File: src/rtl/bin2bcd_seq.sv
// bin2bcd_seq: sequential double-dabble binary-to-BCD converter, one bit per clock
module bin2bcd_seq #(
  parameter int WIDTH  = 16,
  parameter int DIGITS = 5
) (
  input  logic                  clock,
  input  logic                  reset,
  input  logic                  start,
  input  logic [WIDTH-1:0]      bin,
  output logic                  busy,
  output logic                  done,
  output logic [4*DIGITS-1:0]   bcd
);
  localparam int CW = $clog2(WIDTH + 1);
  typedef enum logic [1:0] {IDLE, SHIFT, DONE} state_t;
  state_t              state_q, state_d;
  logic [WIDTH-1:0]    shift_q, shift_d;
  logic [4*DIGITS-1:0] scratch_q, scratch_d, adj, bcd_q, bcd_d;
  logic [CW-1:0]       cnt_q, cnt_d;
  logic                busy_q, busy_d, done_q, done_d;
  // every digit is corrected from its pre-shift value, all in parallel
  always_comb begin
    adj = '0;
    for (int i = 0; i < DIGITS; i++)
      adj[4*i+:4] = scratch_q[4*i+:4] >= 4'd5 ? scratch_q[4*i+:4] + 4'd3 : scratch_q[4*i+:4];
  end
  always_comb begin
    state_d   = state_q;
    shift_d   = shift_q;
    scratch_d = scratch_q;
    cnt_d     = cnt_q;
    bcd_d     = bcd_q;
    case (state_q)
      IDLE: if (start) begin
        state_d   = SHIFT;
        shift_d   = bin;
        scratch_d = '0;
        cnt_d     = CW'(WIDTH);
      end
      SHIFT: begin
        {scratch_d, shift_d} = {adj[4*DIGITS-2:0], shift_q, 1'b0};
        cnt_d = cnt_q - CW'(1);
        if (cnt_q == CW'(1)) begin
          state_d = DONE;
          bcd_d   = {adj[4*DIGITS-2:0], shift_q[WIDTH-1]};
        end
      end
      default: state_d = IDLE;
    endcase
    busy_d = state_d == SHIFT;
    done_d = state_d == DONE;
  end
  always_ff @(posedge clock) begin
    if (reset) begin
      state_q   <= IDLE;
      shift_q   <= '0;
      scratch_q <= '0;
      cnt_q     <= '0;
      bcd_q     <= '0;
      busy_q    <= 1'b0;
      done_q    <= 1'b0;
    end else begin
      state_q   <= state_d;
      shift_q   <= shift_d;
      scratch_q <= scratch_d;
      cnt_q     <= cnt_d;
      bcd_q     <= bcd_d;
      busy_q    <= busy_d;
      done_q    <= done_d;
    end
  end
  assign busy = busy_q;
  assign done = done_q;
  assign bcd  = bcd_q;
endmodule

File: config.mk
export PLATFORM = sky130hd
export DESIGN_NAME = bin2bcd_seq
export DESIGN_NICKNAME = d
export VERILOG_FILES = /design/src/rtl/bin2bcd_seq.sv
export SDC_FILE = /design/constraint.sdc
export NUM_CORES = 1
export LEC_CHECK = 0
export ABC_AREA = 0
export BUFFER_PORTS_ARGS = -buffer_cell sky130_fd_sc_hd__buf_2
export CAP_MARGIN = 20
export CORE_AREA = 3 3 82 84
export DETAILED_ROUTE_END_ITERATION = 7
export DIE_AREA = 0 0 85 87
export GPL_TIMING_DRIVEN = 0
export HOLD_SLACK_MARGIN = 0.06
export PLACE_DENSITY = 0.73
export SKIP_LAST_GASP = 1
export SLEW_MARGIN = 20
export SYNTH_ARGS = -nofsm -noshare
export SYNTH_HDL_FRONTEND = slang
export SYNTH_SLANG_ARGS = --single-unit
export TNS_END_PERCENT = 5
File: constraint.sdc
create_clock -name clock -period 1.75 [get_ports clock]
set_clock_uncertainty 0.15 [all_clocks]
set_input_delay 0.0875 -clock clock [delete_from_list [all_inputs] [get_ports clock]]
set_output_delay 0.0875 -clock clock [all_outputs]
set_load 0.05 [all_outputs]
==> results.toml <==
[run_status]
outcome = "complete, but fails checks"
violations = "setup timing"

[routing]
drt-pass1-iter-count = 4
routed_wl_mm = 7.28
drt_iter0_drc = 152
wl_per_cell_um = 15.0
vias = 2650
drc_errors = 0
antenna_left = 0
vias_per_cell = 5.45

[sta]
finalSetupTns_ns = -0.00804
worst_pin_slew_ns = 0.628
slew_viol_final = 0
post-route-period-util_pct = 100
timing.final.crit_period_ns = 1.76
worst_slack_ns = -0.00804
setup_viol = 1
rsz0062_at_grt = "true"
hold_slack_ns = 0.0712
hold_viol_final = 0
slew_headroom_pct = 58.1
fmax_mhz = 569

[power]
p_clk_share_pct = 38.5
p_seq_share_pct = 48.3
power.density_mw_per_mm2 = 872
power.leakage_uw = 0.00157
combPwrFrac_pct = 13.3
p_sw_uw = 857
ir_drop_uv = 702
intPower_uw = 2430
switching_share_pct = 26.1

[yosys]
seq_area_frac_synth_pct = 42.7
ys_ff_latch = 65
synth_cell_type_count = 38
yosys.area.top_type_share_pct = 42.7
syn_inst = 338
synth_warnings = 0
yosys-top-cells-area = "dfxtp_1, nor2_1, ha_1, nor3_1, nor3b_1"
yosys.area.top_type = "dfxtp_1"
syn_nets = 369
synth.cell_area_mm2 = 0.00305
synth_area_per_cell_um2 = 9.02

[finish]
fin_nets = 437
layout.cells.non_filler = 486
antenna_cells = 0
areaGrowthSynthToFinish_pct = 23.5
utilization_pct = 62.9
drive_above_1_share_pct = 22.4

[global_routing]
track_usage_pct = 20.9
grt_antenna_before_repair = 0
grt_first_pass_wirelength_mm = 12.2
grt_max_degree = 11
grt-ovfl-total = 0
first_global_vias = 2583

[floorplanning]
die-area_mm2 = 0.00740
core_mm2 = 0.00599
io_pins = 41
rows = 28
die_y_um = 87
dieWidth_um = 85
start_util_pct = 50.9

[critical_path]
crit_chain = "inv_2, ha_4, nor4b_4, and2_4, buf_12, clkbuf_16, nor2_2, a211oi_2"
cpMaxStageDelayCell = "dfxtp_2"
cp_top_family = "simple AND/OR/NAND/NOR gates"
cp.required_ns = 1.86
crit_fanout = 8
critPathCaptureType = "register"
cp-start-kind = "register"
worstSetupPathType = "register to register"
crit_buf_inv = 3
crit_path_max_incr_delay_ns = 0.33
critPathArrivalTime_ns = 1.87

[clock_tree]
cts_max_level = 3
cts_tree = "yes"
max-clock-path-buffers = 2
insertion_delay_ns = 0.34
cts_root_buf = "clkbuf_8"
clkSinkCount = 65
clk_pin_slew_ns = 0.07
cts_made_buffers = 9

[place]
port_buffers = 39
post-place-ws_ns = -0.0347
dp_cells = 452
dp.final_hpwl_mm = 4.80
gp_congestion = 0.804

[hold_path]
hold_class = "primary input to register"

[run]
max_cap_viol_count = 0
[placed cells by master (no fill, tap or decap), types with 9 or more instances in the layout]
cell and instances:
dfxtp_1 63, clkbuf_1 13, nor3_1 24, nor3b_1 16, nand2b_1 13, a21oi_1 17, nor2_1 51, buf_2 43
dlygate4sd3_1 16, ha_1 11, a2bb2oi_1 10, o21ai_0 9, clkbuf_8 10, inv_1 13
[Yosys cell counts, drive strengths merged]
master    n
nor3b    16
nor4b     1
ha       12
a21oi    18
nor2     58
a211oi   11
xnor2     5
clkbuf   10
nor3     25
a311oi    3
and2      1
mux2      3
o21ba     1
inv      15
nand3     5
o22ai     8
a32oi     1
o21ai     9
o2bb2ai   8
a22oi     2
buf      11
nand2     5
dfxtp    65
nand2b   14
or2       1
nor2b     5
a2bb2oi  10
a21o      6
mux2i     3
a22o      6
[worst reg2reg max path: cells and delay by family, from the launching register on]
| kind | cells | cell delay [ns] |
|---|---|---|
| and+or+nand+nor | 3 | 0.53 |
| buffers and inverters | 3 | 0.37 |
| DFF | 1 | 0.33 |
| AOI/OAI and AO/OA | 1 | 0.18 |
| adders and majority gates | 1 | 0.13 |
[layer usage]
layer	vias to the layer above	routed length [um]	global-route usage (%)
met5	-	0	0
met4	0	118	7.77
met3	12	353	5.68
met2	67	3530	35.0
met1	1247	3280	25.8
li1	1324	-	-
[final cells by class]
| cell class | instances | area, um^2 |
|---|---|---|
| clock inverter | 3 | 40.0 |
| clock buffer | 13 | 149 |
| inverter | 15 | 56.3 |
| timing repair buffer | 57 | 388 |
| tap | 75 | 93.8 |
| sequential | 65 | 1310 |
| fill | 516 | 2220 |
| multi-input combinational | 237 | 1590 |
| buffer | 21 | 144 |
[power groups by stage]
stage / clock network (uW) / logic, uW / registers [uW]
4_1_cts: 1290 / 421 / 1580
3_5_place_dp: 0 / 392 / 1620
6_report: 1260 / 435 / 1590
5_1_grt: 1350 / 479 / 1590
2_1_floorplan: 0 / 263 / 1640
3_3_place_gp: 0 / 382 / 1610
[final timing paths]
kind	start	end	slack, ns	cells past startpoint
worst max register to register	cnt_q[1]$_SDFFE_PP0P_	bcd[8]$_SDFFE_PP0P_	-0.008	8
worst max-delay path	cnt_q[1]$_SDFFE_PP0P_	bcd[8]$_SDFFE_PP0P_	-0.008	8
worst min-delay path	bin[11]	shift_q[11]$_SDFFE_PP0P_	0.07	4
worst min register to register	bcd[0]$_SDFFE_PP0P_	bcd[0]$_SDFFE_PP0P_	0.32	2
[kinds of logic (layout without fill, tap and decap cells)]
family	after synthesis	in the layout	share of synthesized area (%)
flops	65	65	42.7
xor+xnor	5	5	1.44
simple gates	131	131	22.6
mux	6	6	2.09
fa+ha+maj	12	12	4.92
compound gates	83	83	19.8
buf+inv	36	109	6.48
[state kept, by name, indices dropped and copies added, names as in the netlist]
register and flops:
state_q 2, shift_q 16, scratch_q 20, busy 1, cnt_q 5, bcd 20, done 1
[stage by stage]
step | instance area, um^2 | total power (uW)
2_1_floorplan | 3050 | 1900
3_3_place_gp | 3340 | 2000
3_5_place_dp | 3340 | 2010
4_1_cts | 3690 | 3290
5_1_grt | 3770 | 3420
6_report | 3770 | 3280
[repair_timing]
item,CTS,global route
setup endpoints to repair,17,46
endpoints found under the hold margin,15,0
cloned,0,1
hold buffers,16,0
pin swaps,0,3
buffers inserted,0,1
resized for setup,0,14
Note: power is estimated with default switching activity, not from simulation.
